$ cat src/rtl/rf_write_sched_pkg.sv
//------------------------------------------------------------------------------
// rf_write_sched_pkg
// Shared sizes and encodings for the register-file write sequencer.
// Revision: 1.0 - initial release
//------------------------------------------------------------------------------
`default_nettype none
`timescale 1ns/1ps

package rf_write_sched_pkg;

    // Register-file geometry shared with the layer controller
    localparam int LC_RF_DATA_WIDTH = 24;
    localparam int LC_RF_DEPTH      = 256;
    localparam int LC_RF_ADDR_WIDTH = 8;

    // Write sequence: grant, data setup, strobe, data hold, handshake
    typedef enum logic [2:0] {
        RFWS_IDLE   = 3'd0,
        RFWS_SETUP  = 3'd1,
        RFWS_STROBE = 3'd2,
        RFWS_HOLD   = 3'd3,
        RFWS_ACK    = 3'd4
    } rfws_state_e;

    // Requester identity; also the meaning of the round-robin pointer
    typedef enum logic {
        SIDE_BUS = 1'b0,
        SIDE_LOC = 1'b1
    } rfws_side_e;

endpackage : rf_write_sched_pkg

`default_nettype wire

$ cat src/rtl/rf_write_sched_arb.sv
//------------------------------------------------------------------------------
// rf_rr_arb2
// Two-way round-robin arbiter. Bit 0 = BUS, bit 1 = LOC. On contention the
// side that was not granted last wins; the pointer moves only on a grant.
// Revision: 1.0 - initial release
//------------------------------------------------------------------------------
`default_nettype none
`timescale 1ns/1ps

module rf_rr_arb2
    import rf_write_sched_pkg::*;
(
    input  logic       CLK,
    input  logic       RESETn,
    input  logic [1:0] req_i,
    input  logic       advance_i,
    output logic [1:0] gnt_o
);

    rfws_side_e ptr_q;
    rfws_side_e ptr_d;

    // Grant selection and pointer update
    always_comb begin
        gnt_o = 2'b00;
        ptr_d = ptr_q;
        case (req_i)
            2'b01:   gnt_o = 2'b01;
            2'b10:   gnt_o = 2'b10;
            2'b11:   gnt_o = (ptr_q == SIDE_LOC) ? 2'b01 : 2'b10;
            default: gnt_o = 2'b00;
        endcase
        if (advance_i && (gnt_o != 2'b00)) begin
            ptr_d = gnt_o[1] ? SIDE_LOC : SIDE_BUS;
        end
    end

    // Pointer register; reset leaves BUS as "last granted" so LOC wins first tie
    always_ff @(posedge CLK or negedge RESETn) begin
        if (!RESETn) begin
            ptr_q <= SIDE_BUS;
        end else begin
            ptr_q <= ptr_d;
        end
    end

endmodule : rf_rr_arb2

`default_nettype wire

$ cat src/rtl/rf_write_sched.sv
//------------------------------------------------------------------------------
// rf_write_sched
// Sequences register-file writes from two 4-phase requesters (BUS, LOC):
// one cycle of DIN setup, a single registered one-hot LOAD pulse, one cycle
// of DIN hold, then the handshake ACK. Out-of-range addresses run the same
// sequence without a LOAD bit and report ADDR_ERR alongside ACK.
// Revision: 1.0 - initial release
//------------------------------------------------------------------------------
`default_nettype none
`timescale 1ns/1ps

module rf_write_sched
    import rf_write_sched_pkg::*;
#(
    parameter int RF_DEPTH   = 128,              // must not exceed LC_RF_DEPTH
    parameter int ADDR_WIDTH = LC_RF_ADDR_WIDTH  // 2**ADDR_WIDTH >= RF_DEPTH
) (
    input  logic                        CLK,
    input  logic                        RESETn,
    input  logic                        BUS_REQ,
    input  logic [ADDR_WIDTH-1:0]       BUS_ADDR,
    input  logic [LC_RF_DATA_WIDTH-1:0] BUS_DATA,
    output logic                        BUS_ACK,
    input  logic                        LOC_REQ,
    input  logic [ADDR_WIDTH-1:0]       LOC_ADDR,
    input  logic [LC_RF_DATA_WIDTH-1:0] LOC_DATA,
    output logic                        LOC_ACK,
    output logic                        ADDR_ERR,
    output logic [LC_RF_DATA_WIDTH-1:0] RF_DIN,
    output logic [RF_DEPTH-1:0]         RF_LOAD
);

    rfws_state_e                 state_q,    state_d;
    rfws_side_e                  side_q,     side_d;
    logic [ADDR_WIDTH-1:0]       addr_q,     addr_d;
    logic [LC_RF_DATA_WIDTH-1:0] data_q,     data_d;
    logic                        err_q,      err_d;
    logic [LC_RF_DATA_WIDTH-1:0] din_q,      din_d;
    logic [RF_DEPTH-1:0]         load_q,     load_d;
    logic                        bus_ack_q,  bus_ack_d;
    logic                        loc_ack_q,  loc_ack_d;
    logic                        addr_err_q, addr_err_d;

    logic [1:0]                  arb_req;
    logic [1:0]                  arb_gnt;
    logic                        arb_adv;
    logic [ADDR_WIDTH-1:0]       sel_addr;
    logic                        sel_err;
    logic                        gnt_req;
    logic [RF_DEPTH-1:0]         dec;

    // A requester is eligible only while its own previous ACK is low
    assign arb_req = {LOC_REQ & ~loc_ack_q, BUS_REQ & ~bus_ack_q};
    assign arb_adv = (state_q == RFWS_IDLE);

    rf_rr_arb2 u_arb (
        .CLK       (CLK),
        .RESETn    (RESETn),
        .req_i     (arb_req),
        .advance_i (arb_adv),
        .gnt_o     (arb_gnt)
    );

    // Address of the winning requester and its range check (extra bit keeps
    // the compare exact when RF_DEPTH == 2**ADDR_WIDTH)
    assign sel_addr = arb_gnt[1] ? LOC_ADDR : BUS_ADDR;
    assign sel_err  = ({1'b0, sel_addr} >= (ADDR_WIDTH+1)'(RF_DEPTH));
    assign gnt_req  = (side_q == SIDE_LOC) ? LOC_REQ : BUS_REQ;

    // One-hot decode of the latched address
    for (genvar i = 0; i < RF_DEPTH; i++) begin : g_dec
        assign dec[i] = (addr_q == ADDR_WIDTH'(i));
    end

    // Next-state and next-output logic for the write sequence
    always_comb begin
        state_d    = state_q;
        side_d     = side_q;
        addr_d     = addr_q;
        data_d     = data_q;
        err_d      = err_q;
        din_d      = din_q;
        load_d     = '0;
        bus_ack_d  = bus_ack_q;
        loc_ack_d  = loc_ack_q;
        addr_err_d = addr_err_q;
        case (state_q)
            RFWS_IDLE: begin
                if (arb_gnt != 2'b00) begin
                    side_d  = arb_gnt[1] ? SIDE_LOC : SIDE_BUS;
                    addr_d  = sel_addr;
                    data_d  = arb_gnt[1] ? LOC_DATA : BUS_DATA;
                    err_d   = sel_err;
                    state_d = RFWS_SETUP;
                end
            end
            RFWS_SETUP: begin
                din_d   = data_q;
                state_d = RFWS_STROBE;
            end
            RFWS_STROBE: begin
                load_d  = err_q ? '0 : dec;
                state_d = RFWS_HOLD;
            end
            RFWS_HOLD: begin
                state_d = RFWS_ACK;
            end
            RFWS_ACK: begin
                if (!(bus_ack_q || loc_ack_q)) begin
                    bus_ack_d  = (side_q == SIDE_BUS);
                    loc_ack_d  = (side_q == SIDE_LOC);
                    addr_err_d = err_q;
                end else if (!gnt_req) begin
                    bus_ack_d  = 1'b0;
                    loc_ack_d  = 1'b0;
                    addr_err_d = 1'b0;
                    state_d    = RFWS_IDLE;
                end
            end
            default: begin
                state_d = RFWS_IDLE;
            end
        endcase
    end

    // State, latches and output flops; every output comes straight from a flop
    always_ff @(posedge CLK or negedge RESETn) begin
        if (!RESETn) begin
            state_q    <= RFWS_IDLE;
            side_q     <= SIDE_BUS;
            addr_q     <= '0;
            data_q     <= '0;
            err_q      <= 1'b0;
            din_q      <= '0;
            load_q     <= '0;
            bus_ack_q  <= 1'b0;
            loc_ack_q  <= 1'b0;
            addr_err_q <= 1'b0;
        end else begin
            state_q    <= state_d;
            side_q     <= side_d;
            addr_q     <= addr_d;
            data_q     <= data_d;
            err_q      <= err_d;
            din_q      <= din_d;
            load_q     <= load_d;
            bus_ack_q  <= bus_ack_d;
            loc_ack_q  <= loc_ack_d;
            addr_err_q <= addr_err_d;
        end
    end

    assign BUS_ACK  = bus_ack_q;
    assign LOC_ACK  = loc_ack_q;
    assign ADDR_ERR = addr_err_q;
    assign RF_DIN   = din_q;
    assign RF_LOAD  = load_q;

endmodule : rf_write_sched

`default_nettype wire

$ cat config.mk
export PLATFORM = sky130hd
export DESIGN_NAME = rf_write_sched
export DESIGN_NICKNAME = d
export VERILOG_FILES = /design/src/rtl/rf_write_sched_pkg.sv /design/src/rtl/rf_write_sched_arb.sv /design/src/rtl/rf_write_sched.sv
export SDC_FILE = /design/constraint.sdc
export NUM_CORES = 1
export LEC_CHECK = 0
export BUFFER_PORTS_ARGS = -buffer_cell sky130_fd_sc_hd__buf_2
export CAP_MARGIN = 10
export CORE_ASPECT_RATIO = 0.5
export CORE_MARGIN = 2
export CORE_UTILIZATION = 54
export CTS_CLUSTER_SIZE = 24
export DETAILED_ROUTE_END_ITERATION = 8
export GPL_TIMING_DRIVEN = 0
export PLACE_DENSITY = 0.91
export SETUP_SLACK_MARGIN = 0.02
export SYNTH_ARGS = -nofsm -noshare
export SYNTH_HDL_FRONTEND = slang
export SYNTH_SLANG_ARGS = --single-unit
export TNS_END_PERCENT = 50
$ cat constraint.sdc
create_clock -name CLK -period 4.6 [get_ports CLK]
set_input_delay 0.92 -clock CLK [delete_from_list [all_inputs] [get_ports CLK]]
set_output_delay 0.92 -clock CLK [all_outputs]
set_load 0.02 [all_outputs]
# Word level (Yosys, flattened, before mapping)
# Cells that the tools add are included.
# op_classes
n_mux	16
bitwise_logic	5
n_lt_le_gt_ge	1
n_eq_ne	138
n_reduce_logical	8
# op_table
op	count
$eq 8x7->1 const B	64
$eq 8x6->1 const B	32
$mux 128	2
$eq 8x5->1 const B	16
$eq 8x4->1 const B	8
$eq 8x3->1 const B	4
$mux 24	1
$eq 8x2->1 const B	2
$pmux 3 s5	1
$mux 3	3
$eq 8x1->1 const B	1
$ge 8x8->1 const B	1
$logic_not 8->1	1
$mux 8	1
$ne 2x2->1 const B	4
$eq 3x2->1 const B	2
$mux 1	6
$pmux 2 s3	1
$eq 2x2->1 const B	2
$reduce_and 2->1	2
$eq 3x1->1 const B	1
$eq 3x3->1 const B	1
$logic_not 3->1	1
$not 1->1	3
7 further kinds	8
# word_totals
elab_cells	179
out_inout_bits	155
inputBits	68
register_bits	193

# Logic depth before layout (Yosys ltp)
# depth
depth_word	7
depth_mapped	6
mapped_depth_nobuf	4

# Hierarchy
# A second synthesis with hierarchy kept.
# hier_totals
cells_unflattened	554
area_unflattened_um2	6820.3
# modules_own_cells
module	cells_each	area_each_um2	seq_area_each_um2	instances
rf_write_sched	548	6765.2	4804.6	1
rf_rr_arb2	6	55.1	25.0	1

# Worst setup path after synthesis
# Ideal clock, no wire load.
# synth_path
path_kind	in2reg
start	input port LOC_REQ
end	register addr_q[0]
t_required_ps	4459
setup_slack_ps	2601
stages	5
setup_time_ps	141
t_arrival_ps	1858
n_path_buf	2
cell_sequence	nor2b_1 > o21a_1 > buf_2 > buf_1 > a31oi_1
# synth_via
elab_chain_len	5
elab_cells_between_ends	8
cone_classes	3 x eq/ne; 2 x mux; 1 x bitwise; 2 x reduce/logical
# synth_rtl
element	line_no	text
from (decl)	rf_write_sched.sv:24	input logic LOC_REQ,
$and 1x1->1 (*)	rf_write_sched.sv:53	assign arb_req = {LOC_REQ & ~loc_ack_q, BUS_REQ & ~bus_ack_q};
$eq 2x2->1 or $eq 2x1->1 (tied branches)	rf_write_sched_arb.sv:27	case (req_i)
$pmux 2 s3 (*)	rf_write_sched_arb.sv:27	
$reduce_bool 2->1	rf_write_sched.sv:89	if (arb_gnt != 2'b00) begin
$reduce_and 2->1 (no source line)	--	
to (signal assigned)	rf_write_sched.sv:142	addr_q <= addr_d;
to (decl)	rf_write_sched.sv:35	logic [ADDR_WIDTH-1:0] addr_q, addr_d;
# Every way passes the cells marked *; elsewhere a longest branch is shown, timed or not.
# A chain may end at the register's enable or synchronous reset.

# Final worst setup path
# layout_path
start	input port LOC_REQ
end	register addr_q[1]
# The elaborated chain is that of the path after synthesis.

==> results.yml <==
run:
  drv_cap: 0
placed_design:
  dp_slack_ns: 2.04
  io_buffers: 222
  globalplace.congestion: 0.785
  dp.final_hpwl_mm: 11.9
power_and_ir_drop:
  p_leak_nw: 4.48
  totalPowerFinal_mw: 5.13
  powerDensity_mw_per_mm2: 590
  vdd_ir_drop_max_mv: 0.345
setup_path:
  crit_path_end: "addr_q[1]"
  worstSetupPathType: "primary input to flip-flop"
  critPathRequiredTime_ns: 4.85
  crit_arrival_ns: 2.37
  startpoint_type: "primary input"
  crit_fanout: 10
  reg2reg_from: "LOC_ACK"
  r2r_cells: 5
  rrSetupSlack_ns: 2.61
  setup.worst_path.start: "LOC_REQ"
  cp-end-kind: "flip-flop"
  worstReg2RegEnd: "addr_q[1]"
synth:
  syn-num-nets: 654
  synth_flop_cell: "dfrtp_1"
  synth_seq_cells: 192
  syn_inst: 586
  yosysUniqueCellTypes: 28
  synth_edf_count: 0
  synth_warnings: 0
  synth_area_per_cell_um2: 11.5
  async_flop_share: 1.00
  ys_seq_area_frac: 0.714
  netlist_area_mm2: 0.00673
global_route:
  antenna_found_initial: 0
  grt_pass1_wl_mm: 27.3
  grt_max_degree: 110
  gr-total-overflow: 0
  grt_pass1_vias: 5311
  grt_usage: 0.264
timing:
  slew_headroom: 0.458
  fmax_ghz: 0.473
  slew_violations: 0
  hold_slack_ns: 0.501
  worst_slew_pin_slew_ns: 0.812
  min_period_ns: 2.11
  fin_ws_ns: 2.49
  rsz0062_at_grt: "false"
  setup_viol_count_final: 0
  hold_viol_final: 0
  fin_skew_ns: 0.0164
  final.period_utilization: 0.460
clocking:
  cts.repair.resized: 0
  path_clk_slew_ns: 0.07
  cts.htree.levels: 4
  cts.sinks: 192
  cts_hold_buf: 0
  cts_tree: "built"
  cts_root_buffer: "clkbuf_16"
  cts_buffers: 17
  post_cts_buffers: 0
  cts_buffer_depth: 2
  worst_skew_pair.late_latency_ns: 0.42
min_path:
  hold_depth: 1
  hold_class: "flip-flop to flip-flop"
floorplan:
  die_h_um: 83.0
  die_w_um: 162
  rows: 28
  die_area_mm2: 0.0134
  start_util: 0.562
  core_area_mm2: 0.0120
  pin_count: 223
drt:
  drtIter0Drc: 406
  post_drt_via_cell_ratio: 5.12
  routed_wl_mm: 16.7
  route.detailed.drc: 0
  ant_nets: 0
  vias: 5146
  wire_per_inst_um: 16.6
  first_pass_iters: 4
status:
  status: "complete, no violations"
layout:
  syn_to_final_growth_pct: 29.2
  post-route-util: 0.726
  nNetsFinal: 896
  drive_gt1_frac: 0.348
  diodes: 0
## cell usage in the layout, fill, tap and decap left out, types with 6 or more instances in the layout
cell type / instances
a31oi_1: 33
buf_2: 231
clkbuf_1: 17
clkbuf_16: 17
dfrtp_1: 192
mux2_2: 25
nand2_1: 78
nand3_1: 19
nand4_1: 6
nor2_1: 166
nor2b_1: 10
## area by class of cell
type                    instances  area [um^2]
clock buffers                  18          439
clock inverters                14          169
repair buffers                223         1150
inverters                       2         7.51
fillers                       868         3290
well taps                     165          206
multi-input cells             360         1780
plain buffers                  32          140
flip-flops and latches        192         4800
## cell usage after synthesis (2+ instances only)
cell type | instances | share of area
a22o_1 | 3 | 0.0039
a31oi_1 | 33 | 0.031
buf_1 | 3 | 0.0017
buf_2 | 10 | 0.0074
buf_4 | 2 | 0.0022
clkbuf_1 | 17 | 0.0095
dfrtp_1 | 192 | 0.71
inv_1 | 2 | 0.0011
mux2_2 | 25 | 0.042
nand2_1 | 78 | 0.043
nand3_1 | 19 | 0.014
nand3b_1 | 2 | 0.0022
nand4_1 | 6 | 0.0056
nor2_1 | 166 | 0.093
nor2b_1 | 10 | 0.0093
nor3_1 | 4 | 0.0030
nor3b_1 | 2 | 0.0022
o21ai_0 | 2 | 0.0015
## layer usage
| metal | global-route usage | wire, um | vias up |
|---|---|---|---|
| li1 | - | - | 2391 |
| met1 | 0.336 | 6900 | 2553 |
| met2 | 0.457 | 8630 | 184 |
| met3 | 0.0549 | 906 | 18 |
| met4 | 0.0877 | 267 | 0 |
| met5 | 0 | 0 | - |
## worst min path at each step
| stage | startpoint | end | slack [ns] |
|---|---|---|---|
| 6_report | RF_DIN[7] | RF_DIN[7] | 0.50 |
| 4_1_cts | RF_DIN[22] | RF_DIN[22] | 0.51 |
| 2_1_floorplan | data_q[10] | RF_DIN[10] | 0.48 |
| 3_5_place_dp | data_q[7] | RF_DIN[7] | 0.49 |
| 5_1_grt | data_q[2] | RF_DIN[2] | 0.53 |
| 3_3_place_gp | ADDR_ERR | ADDR_ERR | 0.48 |
## critical path, cell delays in order
cell	delay [ns]
buf_2	0.09
nor2b_1	0.23
o21a_1	0.22
buf_2	0.25
buf_1	0.47
a31oi_1	0.18
## registers in the layout (all words and copies together), names as in the netlist
name,flops
state_q,3
addr_q,8
side_q,1
data_q,24
ADDR_ERR,1
RF_DIN,24
RF_LOAD,128
BUS_ACK,1
err_q,1
LOC_ACK,1
## stage by stage
step	TNS [ns]	instance area, um^2	instances
floorplan	0	6730	586
global placement	-34.29	8050	973
detailed placement	0	8090	974
CTS	0	8700	1006
global route	0	8700	1006
finish	0	8700	1006
## logic make-up after synthesis
kind of cell	Yosys count	share of synthesized area
AO/OA/AOI/OAI	40	0.0387
XOR/XNOR	1	0.00130
buffers and inverters	34	0.0219
flip-flops	192	0.714
multiplexers	26	0.0433
AND/OR/NAND/NOR	293	0.181
## power breakdown
group	switching, mW	internal [mW]	total [mW]
logic	0.925	0.533	1.46
clock network	0.669	0.836	1.51
registers	0.188	1.98	2.17
total	1.78	3.35	5.13
(Power assumes the default switching activity.)
